<file path="src/rtl/mem_arbiter_pkg.sv">
// Shared types and default widths for the fetch/data memory arbiter.
// Latency: n/a (types and constants only).
// Backpressure: n/a.
package mem_arbiter_pkg;

    localparam int MEM_ADDR_W       = 32;
    localparam int MEM_DATA_W       = 32;
    localparam int MEM_STARVE_LIMIT = 4;

    typedef enum logic [1:0] {
        ST_IDLE,
        ST_ISSUE,
        ST_WAIT,
        ST_DONE
    } arb_state_t;

    typedef enum logic {
        OWN_I,
        OWN_D
    } arb_owner_t;

    // Registered bus command; widths follow the package defaults used by the interface.
    typedef struct packed {
        logic                      we;
        logic [MEM_ADDR_W-1:0]     addr;
        logic [MEM_DATA_W-1:0]     wdata;
        logic [MEM_DATA_W/8-1:0]   wstrb;
    } mem_cmd_t;

endpackage

</file>
<file path="src/rtl/mem_arbiter_if.sv">
// Bundle of the fetch port, data port and shared memory bus seen by the arbiter.
// Latency: n/a (wiring only).
// Backpressure: requesters hold req until ack; bus command held until m_ready.
interface mem_arbiter_if
    import mem_arbiter_pkg::*;
#(
    parameter int ADDR_W = MEM_ADDR_W,
    parameter int DATA_W = MEM_DATA_W
) ();

    // fetch port (read only)
    logic              i_req;
    logic [ADDR_W-1:0] i_addr;
    logic              i_ack;
    logic [DATA_W-1:0] i_rdata;

    // data port (read/write)
    logic                d_req;
    logic                d_we;
    logic [ADDR_W-1:0]   d_addr;
    logic [DATA_W-1:0]   d_wdata;
    logic [DATA_W/8-1:0] d_wstrb;
    logic                d_ack;
    logic [DATA_W-1:0]   d_rdata;

    // shared memory bus
    logic                m_req;
    logic                m_we;
    logic [ADDR_W-1:0]   m_addr;
    logic [DATA_W-1:0]   m_wdata;
    logic [DATA_W/8-1:0] m_wstrb;
    logic                m_ready;
    logic                m_rvalid;
    logic [DATA_W-1:0]   m_rdata;

    logic err;

    // arbiter side
    modport slave (
        input  i_req, i_addr,
        output i_ack, i_rdata,
        input  d_req, d_we, d_addr, d_wdata, d_wstrb,
        output d_ack, d_rdata,
        output m_req, m_we, m_addr, m_wdata, m_wstrb,
        input  m_ready, m_rvalid, m_rdata,
        output err
    );

    // requester / memory side
    modport master (
        output i_req, i_addr,
        input  i_ack, i_rdata,
        output d_req, d_we, d_addr, d_wdata, d_wstrb,
        input  d_ack, d_rdata,
        input  m_req, m_we, m_addr, m_wdata, m_wstrb,
        output m_ready, m_rvalid, m_rdata,
        input  err
    );

endinterface

</file>
<file path="src/rtl/mem_arbiter_pick.sv">
// Combinational grant selection: D over I, with I forced once D has won STARVE_LIMIT times in a row.
// Latency: 0 cycles (pure combinational).
// Backpressure: none; caller samples the result only when it can accept a new command.
module mem_arb_pick
    import mem_arbiter_pkg::*;
#(
    parameter int STARVE_LIMIT = MEM_STARVE_LIMIT,
    parameter int CNT_W        = 3
) (
    input  logic             i_req_i,
    input  logic             d_req_i,
    input  logic [CNT_W-1:0] starve_cnt_i,
    output logic             grant_valid_o,
    output arb_owner_t       owner_o
);

    // D wins unless I is waiting and D has already used up its run of consecutive grants;
    // a counter tied to zero therefore degenerates to plain D-over-I priority.
    always_comb begin
        grant_valid_o = i_req_i | d_req_i;
        owner_o       = OWN_I;
        if (d_req_i && !(i_req_i && (starve_cnt_i == CNT_W'(STARVE_LIMIT)))) begin
            owner_o = OWN_D;
        end
    end

endmodule

</file>
<file path="src/rtl/mem_arbiter.sv">
// Shares one single-outstanding memory bus between fetch (I, read) and data (D, read/write) ports.
// Latency: request seen in cycle 0, m_req cycle 1, ack cycle 3 on a zero-wait bus; 1 access per 4 cycles.
// Backpressure: command held on m_req until m_ready; requesters stall on req until their ack.
// Optional: MEM_ARB_STARVE_GUARD_EN adds a starvation counter that forces an I grant after STARVE_LIMIT D wins.
module mem_arbiter
    import mem_arbiter_pkg::*;
#(
    parameter int STARVE_LIMIT = MEM_STARVE_LIMIT
) (
    input  logic          clk,
    input  logic          rst,
    mem_arbiter_if.slave  bus
);

    localparam int CNT_W = $clog2(STARVE_LIMIT + 1);

    arb_state_t            state_q,   state_d;
    arb_owner_t            owner_q,   owner_d;
    mem_cmd_t              cmd_q,     cmd_d;
    logic [MEM_DATA_W-1:0] i_rdata_q, i_rdata_d;
    logic [MEM_DATA_W-1:0] d_rdata_q, d_rdata_d;
    logic                  err_q,     err_d;

    logic                  grant_valid;
    arb_owner_t            grant_owner;
    logic [CNT_W-1:0]      starve_cnt;

    mem_arb_pick #(
        .STARVE_LIMIT (STARVE_LIMIT),
        .CNT_W        (CNT_W)
    ) u_pick (
        .i_req_i       (bus.i_req),
        .d_req_i       (bus.d_req),
        .starve_cnt_i  (starve_cnt),
        .grant_valid_o (grant_valid),
        .owner_o       (grant_owner)
    );

`ifdef MEM_ARB_STARVE_GUARD_EN
    logic [CNT_W-1:0] starve_cnt_q, starve_cnt_d;

    // Count D grants that leave I waiting; any I grant or uncontested D grant restarts the run.
    always_comb begin
        starve_cnt_d = starve_cnt_q;
        if ((state_q == ST_IDLE) && grant_valid) begin
            if ((grant_owner == OWN_D) && bus.i_req) begin
                starve_cnt_d = starve_cnt_q + CNT_W'(1);
            end else begin
                starve_cnt_d = '0;
            end
        end
    end

    // Starvation counter register.
    always_ff @(posedge clk or posedge rst) begin
        if (rst) begin
            starve_cnt_q <= '0;
        end else begin
            starve_cnt_q <= starve_cnt_d;
        end
    end

    assign starve_cnt = starve_cnt_q;
`else
    assign starve_cnt = '0;
`endif

    // Sequence grant -> issue -> wait for response -> ack; latch command at grant and data at response.
    always_comb begin
        state_d   = state_q;
        owner_d   = owner_q;
        cmd_d     = cmd_q;
        i_rdata_d = i_rdata_q;
        d_rdata_d = d_rdata_q;
        // any response outside WAIT is a protocol violation (includes one overlapping acceptance)
        err_d     = err_q | (bus.m_rvalid & (state_q != ST_WAIT));

        case (state_q)
            ST_IDLE: begin
                if (grant_valid) begin
                    state_d = ST_ISSUE;
                    owner_d = grant_owner;
                    if (grant_owner == OWN_D) begin
                        cmd_d.we    = bus.d_we;
                        cmd_d.addr  = bus.d_addr;
                        cmd_d.wdata = bus.d_we ? bus.d_wdata : '0;
                        cmd_d.wstrb = bus.d_we ? bus.d_wstrb : '0;
                    end else begin
                        cmd_d.we    = 1'b0;
                        cmd_d.addr  = bus.i_addr;
                        cmd_d.wdata = '0;
                        cmd_d.wstrb = '0;
                    end
                end
            end
            ST_ISSUE: begin
                if (bus.m_ready) begin
                    state_d = ST_WAIT;
                end
            end
            ST_WAIT: begin
                if (bus.m_rvalid) begin
                    state_d = ST_DONE;
                    if (owner_q == OWN_I) begin
                        i_rdata_d = bus.m_rdata;
                    end else if (!cmd_q.we) begin
                        d_rdata_d = bus.m_rdata;
                    end
                end
            end
            ST_DONE: begin
                // requests deliberately not sampled here: the acked requester still shows its old req
                state_d = ST_IDLE;
            end
            default: begin
                state_d = ST_IDLE;
            end
        endcase
    end

    // State, command and response registers.
    always_ff @(posedge clk or posedge rst) begin
        if (rst) begin
            state_q   <= ST_IDLE;
            owner_q   <= OWN_I;
            cmd_q     <= '0;
            i_rdata_q <= '0;
            d_rdata_q <= '0;
            err_q     <= 1'b0;
        end else begin
            state_q   <= state_d;
            owner_q   <= owner_d;
            cmd_q     <= cmd_d;
            i_rdata_q <= i_rdata_d;
            d_rdata_q <= d_rdata_d;
            err_q     <= err_d;
        end
    end

    assign bus.m_req   = (state_q == ST_ISSUE);
    assign bus.m_we    = cmd_q.we;
    assign bus.m_addr  = cmd_q.addr;
    assign bus.m_wdata = cmd_q.wdata;
    assign bus.m_wstrb = cmd_q.wstrb;

    assign bus.i_ack   = (state_q == ST_DONE) && (owner_q == OWN_I);
    assign bus.d_ack   = (state_q == ST_DONE) && (owner_q == OWN_D);
    assign bus.i_rdata = i_rdata_q;
    assign bus.d_rdata = d_rdata_q;
    assign bus.err     = err_q;

endmodule

</file>
<file path="src/flat_wrapper.sv">
// flat-port wrapper written by rule: the top's interface ports become plain ports
module mem_arbiter_flat import mem_arbiter_pkg::*;
#(
    parameter int STARVE_LIMIT = MEM_STARVE_LIMIT
)
  (clk, rst, bus_i_req, bus_i_addr, bus_i_ack, bus_i_rdata, bus_d_req, bus_d_we, bus_d_addr, bus_d_wdata, bus_d_wstrb, bus_d_ack, bus_d_rdata, bus_m_req, bus_m_we, bus_m_addr, bus_m_wdata, bus_m_wstrb, bus_m_ready, bus_m_rvalid, bus_m_rdata, bus_err);
  mem_arbiter_if bus_i ();
  input  logic clk;
  input  logic rst;
  input wire logic [$bits(bus_i.i_req)-1:0] bus_i_req;
  input wire logic [$bits(bus_i.i_addr)-1:0] bus_i_addr;
  output wire logic [$bits(bus_i.i_ack)-1:0] bus_i_ack;
  output wire logic [$bits(bus_i.i_rdata)-1:0] bus_i_rdata;
  input wire logic [$bits(bus_i.d_req)-1:0] bus_d_req;
  input wire logic [$bits(bus_i.d_we)-1:0] bus_d_we;
  input wire logic [$bits(bus_i.d_addr)-1:0] bus_d_addr;
  input wire logic [$bits(bus_i.d_wdata)-1:0] bus_d_wdata;
  input wire logic [$bits(bus_i.d_wstrb)-1:0] bus_d_wstrb;
  output wire logic [$bits(bus_i.d_ack)-1:0] bus_d_ack;
  output wire logic [$bits(bus_i.d_rdata)-1:0] bus_d_rdata;
  output wire logic [$bits(bus_i.m_req)-1:0] bus_m_req;
  output wire logic [$bits(bus_i.m_we)-1:0] bus_m_we;
  output wire logic [$bits(bus_i.m_addr)-1:0] bus_m_addr;
  output wire logic [$bits(bus_i.m_wdata)-1:0] bus_m_wdata;
  output wire logic [$bits(bus_i.m_wstrb)-1:0] bus_m_wstrb;
  input wire logic [$bits(bus_i.m_ready)-1:0] bus_m_ready;
  input wire logic [$bits(bus_i.m_rvalid)-1:0] bus_m_rvalid;
  input wire logic [$bits(bus_i.m_rdata)-1:0] bus_m_rdata;
  output wire logic [$bits(bus_i.err)-1:0] bus_err;
  assign bus_i.i_req = bus_i_req;
  assign bus_i.i_addr = bus_i_addr;
  assign bus_i_ack = bus_i.i_ack;
  assign bus_i_rdata = bus_i.i_rdata;
  assign bus_i.d_req = bus_d_req;
  assign bus_i.d_we = bus_d_we;
  assign bus_i.d_addr = bus_d_addr;
  assign bus_i.d_wdata = bus_d_wdata;
  assign bus_i.d_wstrb = bus_d_wstrb;
  assign bus_d_ack = bus_i.d_ack;
  assign bus_d_rdata = bus_i.d_rdata;
  assign bus_m_req = bus_i.m_req;
  assign bus_m_we = bus_i.m_we;
  assign bus_m_addr = bus_i.m_addr;
  assign bus_m_wdata = bus_i.m_wdata;
  assign bus_m_wstrb = bus_i.m_wstrb;
  assign bus_i.m_ready = bus_m_ready;
  assign bus_i.m_rvalid = bus_m_rvalid;
  assign bus_i.m_rdata = bus_m_rdata;
  assign bus_err = bus_i.err;
  mem_arbiter #(.STARVE_LIMIT(STARVE_LIMIT)) u_core (.clk(clk), .rst(rst), .bus(bus_i));
endmodule
</file>
<file path="config.mk">
export PLATFORM = sky130hd
export DESIGN_NAME = mem_arbiter_flat
export DESIGN_NICKNAME = d
export VERILOG_FILES = /design/src/rtl/mem_arbiter_pkg.sv /design/src/rtl/mem_arbiter_if.sv /design/src/rtl/mem_arbiter_pick.sv /design/src/rtl/mem_arbiter.sv /design/src/flat_wrapper.sv
export SDC_FILE = /design/constraint.sdc
export NUM_CORES = 1
export LEC_CHECK = 0
export BUFFER_PORTS_ARGS = -buffer_cell sky130_fd_sc_hd__buf_2
export CORE_MARGIN = 2
export CORE_UTILIZATION = 47
export DETAILED_ROUTE_END_ITERATION = 8
export PLACE_DENSITY = 0.83
export SETUP_SLACK_MARGIN = 0.05
export SLEW_MARGIN = 10
export SYNTH_ARGS = -nofsm -noshare
export SYNTH_HDL_FRONTEND = slang
export SYNTH_SLANG_ARGS = --single-unit
</file>
<file path="constraint.sdc">
create_clock -name clk -period 6.97 [get_ports clk]
set_input_delay 0.3485 -clock clk [delete_from_list [all_inputs] [get_ports clk]]
set_output_delay 0.3485 -clock clk [all_outputs]
set_load 0.02 [all_outputs]
</file>
==> results by group, run 1 <==
Status
  – Result of the run: finished, violations left
  – Failing checks: negative hold slack

Power
  – Proportion of total power due to net switching: 37.32%
  – Relative contribution of combinational cells to total power: roughly two fifths
  – Portion of total power attributed to sequential cells: 35.3%
  – Internal power consumption: between 2000 and 2500 uW
  – Switching Power: around 1500 uW
  – Power per Cell Area: between 500 and 600 nW/um2
  – Clock power frac: between 20% and 30%
  – Peak ir drop on the vdd network: around 300 uV
  – Standby leakage power: 0.004044 uW

Synth
  – Area share of the leading cell type in the synthesized netlist: approximately 64%
  – Synthesized cell area: between 5000 and 6000 um2
  – Mean instance size in the synthesized netlist: ~14 um2
  – Largest cells by area after synthesis: sky130_fd_sc_hd__dfrtp_1 (64%), sky130_fd_sc_hd__mux2_2 (13%), sky130_fd_sc_hd__mux2i_1 (6.1%)
  – Post-Syn Instances: 384
  – Syn nets: around 530
  – Total of flip-flops plus latches after synthesis: ~140
  – Distinct cell type count after synthesis: 22
  – Cell type with the highest aggregate area in the netlist: sky130_fd_sc_hd__dfrtp_1
  – Sequential-to-total area share from yosys stat: between 60 and 70%
  – Yosys warns: 0

Global route
  – Overall global routing resource usage: 22.03%
  – Gr ovfl total: 0
  – Antenna violations before repair: 0
  – Maximum number of pins on one net before global-route repair: slightly above 80
  – First-pass GRT wire length: around 21 mm
  – Number of global-route vias before repair: between 4000 and 5000

Floorplan
  – Initial Utilization: a little under half
  – Floorplan die height: 111.0 um
  – Area of the die: between 10000 and 15000 um2
  – Horizontal extent of the die: 111.0 um
  – Number of placement rows: 39
  – IO Pins: between 200 and 300
  – Total core area: approximately 11000 um2

Drt
  – Total iterations of the first detailed-routing run: 4
  – Post-DR vias/cell: a little over 5
  – Vias: 4135
  – Final wirelength: approximately 13 mm
  – Wirelength per Cell: between 15 and 20 um
  – Number of DRC markers in iteration 0: 195
  – Final ANT Viol Nets: 0
  – Post-route DRC: 0

Timing
  – Unrepaired setup endpoints after global routing: no
  – Number of hold violations in the final report: 7
  – Fmax: 473.0 MHz
  – Clock Skew: 0.006144 ns
  – Worst Slack Setup Final: between 4 and 5 ns
  – Final hold slack: -0.01323 ns
  – Period Utilization, post-route: a little under a third
  – Final setup TNS: 0 ns
  – Final critical path time including I/O delays and setup: between 2 and 2.5 ns
  – Final number of max-transition violations: 0
  – Final number of setup-violating endpoints: 0
  – Transition time of the tightest slew-check pin: slightly above 1 ns
  – Worst slew margin: between 30% and 40%

Placement
  – Worst slack after detailed placement: between 4 and 5 ns
  – Detailed Place HPWL: between 9 and 10 mm
  – Cell count after placement: approximately 780
  – Count of input and output buffers: 275
  – Placer Congestion: 0.7952

Clock tree
  – Buffers from clock root to sink, at most: 2
  – Hold Buf Count CTS: 0
  – TritonCTS clock tree: built
  – Post-CTS resize count: 0
  – Number of setup buffers added after CTS: 0
  – Clock transition at the registers of the reported paths: about 0.06 ns
  – Clock buffers created by TritonCTS: 17
  – Clock network latency to the later pin of the worst-skew pair: approximately 0.40 ns
  – Clock tree root driver cell: sky130_fd_sc_hd__clkbuf_16
  – CTS sink cnt: about 140
  – H-tree depth: 4

Setup path
  – Crit path from: u_core.state_q[0]
  – Maximum cell stage delay along the critical path: roughly 0.6 ns
  – Nature of the critical path startpoint: flip-flop
  – Max stage delay cell, worst path: sky130_fd_sc_hd__buf_4
  – Data arrival time of the critical path: about 2.4 ns
  – Worst R2R Start: u_core.state_q[0]
  – Worst Path Buf+Inv: 2
  – Top delay family on crit path: buffers and inverters
  – Highest fanout seen on the critical path: approximately 70
  – Crit path capture type: flip-flop
  – Worst Path Required: 7.21 ns
  – Cell-by-cell listing of the critical path: inv_1 > ha_1 > o21ai_4 > buf_4 > o21ai_0
  – Total stage count of the critical path: 5
  – Number of cell instances on the worst register-to-register path: 5
  – Crit Path Category: reg2reg

Layout
  – Non-filler instance count after layout: 812
  – Net count of the finished layout: around 800
  – Share of cells above drive strength 1: 56.20%
  – Number of fill cells: around 840
  – Antenna cells: 0
  – Layout overhead on the synthesized area: 39.96%

Hold path
  – Min-delay worst type: in2async

Flow run
  – Number of maximum-capacitance constraint violations: 0
metrics by stage:
step	total power (uW)	area (um2)	utilization (%)
3_3_place_gp	2896	6860	60.86
2_1_floorplan	2388	5376	-
6_report	3947	7525	66.76
5_1_grt	4158	7525	66.76
4_1_cts	3986	7523	66.74
3_5_place_dp	2971	6860	60.86
metal layers:
layer / up-vias / global-route usage [%] / wire [um]
li1: 1911 / - / -
met1: 2008 / 25.79 / 5220
met2: 197 / 38.65 / 6906
met3: 19 / 6.506 / 962
met4: 0 / 7.750 / 195
met5: - / 0 / 0
Yosys cell counts:
library cell,instances
sky130_fd_sc_hd__dfrtp_1,137
sky130_fd_sc_hd__mux2_2,64
sky130_fd_sc_hd__a22o_1,36
sky130_fd_sc_hd__nand2_1,35
sky130_fd_sc_hd__mux2i_1,33
sky130_fd_sc_hd__o21ai_0,32
sky130_fd_sc_hd__buf_2,22
sky130_fd_sc_hd__ha_1,5
sky130_fd_sc_hd__inv_1,5
sky130_fd_sc_hd__clkbuf_1,2
sky130_fd_sc_hd__nor2_1,2
sky130_fd_sc_hd__a21o_1,1
sky130_fd_sc_hd__a222oi_1,1
sky130_fd_sc_hd__and2_1,1
sky130_fd_sc_hd__and3_1,1
sky130_fd_sc_hd__buf_4,1
sky130_fd_sc_hd__mux2_1,1
sky130_fd_sc_hd__nand3b_1,1
sky130_fd_sc_hd__nand4b_1,1
sky130_fd_sc_hd__nor2b_1,1
sky130_fd_sc_hd__o21ai_1,1
sky130_fd_sc_hd__o21bai_1,1
power by group through the flow:
stage,Sequential (uW),Clock [uW],Combinational (uW)
5_1_grt,1440,1060,1660
6_report,1390,1000,1550
3_3_place_gp,1380,0,1520
2_1_floorplan,1850,0,539
4_1_cts,1390,1020,1570
3_5_place_dp,1400,0,1570
path summary, 6_finish.rpt:
path                                           to  slack (ns)
max                         u_core.bus.m_addr[10]        4.86
min                        u_core.bus.i_rdata[25]       -0.01
max reg2reg                 u_core.bus.m_addr[10]        4.86
min reg2reg                  u_core.bus.m_addr[6]        0.48
max in group asynchronous   u_core.bus.m_addr[28]        5.55
min in group clk           u_core.bus.m_wdata[29]        0.16
placed cells by master (no fill, tap or decap), types with 2 or more instances in the layout:
cell type                      n
sky130_fd_sc_hd__buf_2       275
sky130_fd_sc_hd__dfrtp_1     137
sky130_fd_sc_hd__mux2_2       64
sky130_fd_sc_hd__a22o_1       36
sky130_fd_sc_hd__nand2_1      35
sky130_fd_sc_hd__mux2i_1      33
sky130_fd_sc_hd__o21ai_0      32
sky130_fd_sc_hd__clkbuf_16    17
sky130_fd_sc_hd__bufinv_16     6
sky130_fd_sc_hd__ha_1          5
sky130_fd_sc_hd__buf_4         5
sky130_fd_sc_hd__inv_1         4
sky130_fd_sc_hd__clkinvlp_4    3
sky130_fd_sc_hd__inv_6         2
sky130_fd_sc_hd__nor2_1        2
layout make-up:
| type | count | area (um2) | share of cell area, % |
|---|---|---|---|
| Sequential cell | 137 | 3428 | 45.56 |
| Multi-Input combinational cell | 217 | 1817 | 24.14 |
| Timing Repair Buffer | 280 | 1414 | 18.79 |
| Clock buffer | 19 | 442.9 | 5.886 |
| Clock inverter | 11 | 220.2 | 2.927 |
| Tap cell | 143 | 178.9 | 2.378 |
| Inverter | 5 | 23.77 | 0.3159 |
logic make-up after synthesis:
family / after synthesis / synth area share [%]
flops: 137 / 63.77
mux: 98 / 19.76
buf+inv: 30 / 2.677
fa+ha+maj: 5 / 1.164
simple gates: 42 / 3.235
compound gates: 72 / 9.402
state kept, by name, indices dropped and copies added (netlist names):
signal	count
u_core.bus.d_rdata	32
u_core.bus.err	1
u_core.bus.i_rdata	32
u_core.bus.m_addr	32
u_core.bus.m_wdata	32
u_core.bus.m_we	1
u_core.bus.m_wstrb	4
u_core.owner_q	1
u_core.state_q	2
Note: power is estimated with default switching activity, not from simulation.
==> run 2, diff against run 1 <==
--- a/config.mk
+++ b/config.mk
@@ -7,9 +7,9 @@
 export LEC_CHECK = 0
 export BUFFER_PORTS_ARGS = -buffer_cell sky130_fd_sc_hd__buf_2
 export CORE_MARGIN = 2
-export CORE_UTILIZATION = 47
+export CORE_UTILIZATION = 45
 export DETAILED_ROUTE_END_ITERATION = 8
-export PLACE_DENSITY = 0.83
+export PLACE_DENSITY = 0.8
 export SETUP_SLACK_MARGIN = 0.05
 export SLEW_MARGIN = 10
 export SYNTH_ARGS = -nofsm -noshare
==> constraint.sdc (replaced) <==
create_clock -name clk -period 2.05 [get_ports clk]
set_input_delay 0.1025 -clock clk [delete_from_list [all_inputs] [get_ports clk]]
set_output_delay 0.1025 -clock clk [all_outputs]
set_load 0.02 [all_outputs]
==> run 2 against run 1 <==
- wire length increased by 23%
- the run now ends clean
- combinational power increased to 3.6 times the previous value
- global-route usage increased by 3.7 points
==> results by group, run 2 (synthesized netlist as in run 1, its figures left out) <==
Status
  – Result of the run: complete, no violations

Timing
  – Final critical path time including I/O delays and setup: 1.728 ns
  – Unrepaired setup endpoints after global routing: no
  – Clock Skew: around 0.011 ns
  – Worst slew margin: between 60 and 70%
  – Final number of setup-violating endpoints: 0
  – Number of hold violations in the final report: 0
  – Period Utilization, post-route: a little over four fifths
  – Final hold slack: ~0.017 ns
  – Final number of max-transition violations: 0
  – Transition time of the tightest slew-check pin: roughly 0.50 ns
  – Final setup TNS: 0 ns
  – Fmax: 578.6 MHz

Hold path
  – Hold Path Depth: 3
  – Min-delay worst type: in2reg

Global route
  – Maximum number of pins on one net before global-route repair: 79
  – Antenna violations before repair: 0
  – First-pass GRT wire length: 25.78 mm
  – Gr ovfl total: 0
  – Overall global routing resource usage: 25.71%
  – Number of global-route vias before repair: about 5000

Clock tree
  – Number of setup buffers added after CTS: 0
  – Clock tree root driver cell: sky130_fd_sc_hd__clkbuf_16
  – Post-CTS resize count: 0
  – Hold Buf Count CTS: 109
  – H-tree depth: 4
  – Clock network latency to the later pin of the worst-skew pair: 0.41 ns
  – Buffers from clock root to sink, at most: 2
  – TritonCTS clock tree: built
  – Clock transition at the registers of the reported paths: 0.06 ns
  – CTS sink cnt: between 100 and 150
  – Clock buffers created by TritonCTS: 17

Setup path
  – Data arrival time of the critical path: approximately 2.0 ns
  – Worst Path Required: ~2.3 ns
  – Crit path capture type: flip-flop
  – Number of cell instances on the worst register-to-register path: 4
  – Nature of the critical path startpoint: flip-flop
  – Highest fanout seen on the critical path: 5
  – Crit Path Category: reg2reg

Drt
  – Total iterations of the first detailed-routing run: 5
  – Final wirelength: between 15 and 20 mm
  – Top layer in use: met4
  – Post-route met1 wirelength: around 6 mm
  – Post-route DRC: 0
  – WL met3: between 1 and 1.5 mm
  – Post-DR vias/cell: between 5 and 6
  – Met2 wire length: 8.565 mm
  – Vias: 4717
  – Wirelength per Cell: 17.66 um
  – Final ANT Viol Nets: 0
  – Number of DRC markers in iteration 0: 443

Power
  – Clock power frac: between 20% and 30%
  – Switching Power: about 5300 uW
  – Peak ir drop on the vdd network: between 900 and 1000 uV
  – Standby leakage power: 0.004507 uW
  – Relative contribution of combinational cells to total power: about two fifths
  – Power per Cell Area: between 1500 and 2000 nW/um2
  – Proportion of total power due to net switching: between 30 and 40%
  – Internal power consumption: between 8000 and 9000 uW
  – Portion of total power attributed to sequential cells: 35.6%

Layout
  – Most frequent cells in the layout: sky130_fd_sc_hd__buf_2 (275), sky130_fd_sc_hd__dfrtp_1 (137), sky130_fd_sc_hd__dlygate4sd3_1 (109)
  – Number of fill cells: 696
  – Share of cells above drive strength 1: 48.60%
  – Antenna cells: 0
  – Leading cell type in the layout, fill and taps excluded: sky130_fd_sc_hd__buf_2
  – Net count of the finished layout: between 900 and 1000
  – Layout overhead on the synthesized area: 60.51%

Placement
  – Detailed Place HPWL: approximately 9.8 mm
  – Count of input and output buffers: roughly 280
  – Placer Congestion: 0.7491

Flow run
  – Number of maximum-capacitance constraint violations: 0

Floorplan
  – Floorplan die height: ~110 um
  – Number of placement rows: 39
  – Area of the die: 12840 um2
  – Horizontal extent of the die: around 110 um
  – Total core area: 11520 um2
  – IO Pins: ~280
  – Initial Utilization: 46.69%
run 2: changes by cell type in the layout (fill, tap and decap cells not counted), sizes merged:
cell	change
dlygate4sd3	+109
buf	+4
bufinv	-4
clkinv	+3
clkinvlp	+2
inv	+1
run 2: area by class of cell:
type | count | area [um2] | share of cell area [%]
clock inverters | 13 | 143.9 | 1.667
clock buffers | 19 | 442.9 | 5.133
flip-flops and latches | 137 | 3428 | 39.73
inverters | 5 | 22.52 | 0.2610
repair buffers | 393 | 2597 | 30.10
well taps | 143 | 178.9 | 2.073
multi-input cells | 217 | 1815 | 21.04
run 2: power by group through the flow:
| stage | Combinational, uW | Clock [uW] | Sequential [uW] |
|---|---|---|---|
| floorplan | 1830 | 0 | 6290 |
| global placement | 5260 | 0 | 4680 |
| detailed placement | 5430 | 0 | 4750 |
| CTS | 5600 | 3050 | 4730 |
| global route | 6020 | 3170 | 4930 |
| finish | 5650 | 3010 | 4790 |
run 2: worst paths after layout:
kind,start,endpoint,slack [ns]
worst max register to register,u_core.state_q[0],u_core.state_q[1],0.32
min in group asynchronous,rst,u_core.bus.m_wdata[9],0.39
worst max-delay path,u_core.state_q[0],u_core.state_q[1],0.32
worst min-delay path,bus_d_req,u_core.owner_q,0.02
max in group asynchronous,rst,u_core.bus.i_rdata[8],1.31
worst min register to register,u_core.bus.m_addr[11],u_core.bus.m_addr[11],0.47
run 2: stage by stage:
step / instance area (um2) / power [uW] / instances / utilization, % / worst slack, ns
floorplan: 5380 / 8121 / 384 / - / 0.2404
global placement: 6952 / 9939 / 786 / 60.37 / 0.4390
detailed placement: 6952 / 10180 / 786 / 60.37 / 0.3257
CTS: 8630 / 13380 / 927 / 74.93 / 0.3148
global route: 8630 / 14120 / 927 / 74.93 / 0.2218
finish: 8630 / 13440 / 927 / 74.93 / 0.3218
run 2: per-layer routing:
metal,vias to the layer above,track usage [%]
li1,2139,-
met3,41,7.124
met1,2290,28.72
met4,0,10.00
met2,247,46.51
met5,-,0
run 2: critical path: stages (launching register included):
cell and delay [ns]:
sky130_fd_sc_hd__dfrtp_1 0.38, sky130_fd_sc_hd__inv_1 0.10, sky130_fd_sc_hd__ha_1 0.26, sky130_fd_sc_hd__a222oi_1 0.51, sky130_fd_sc_hd__mux2_1 0.36
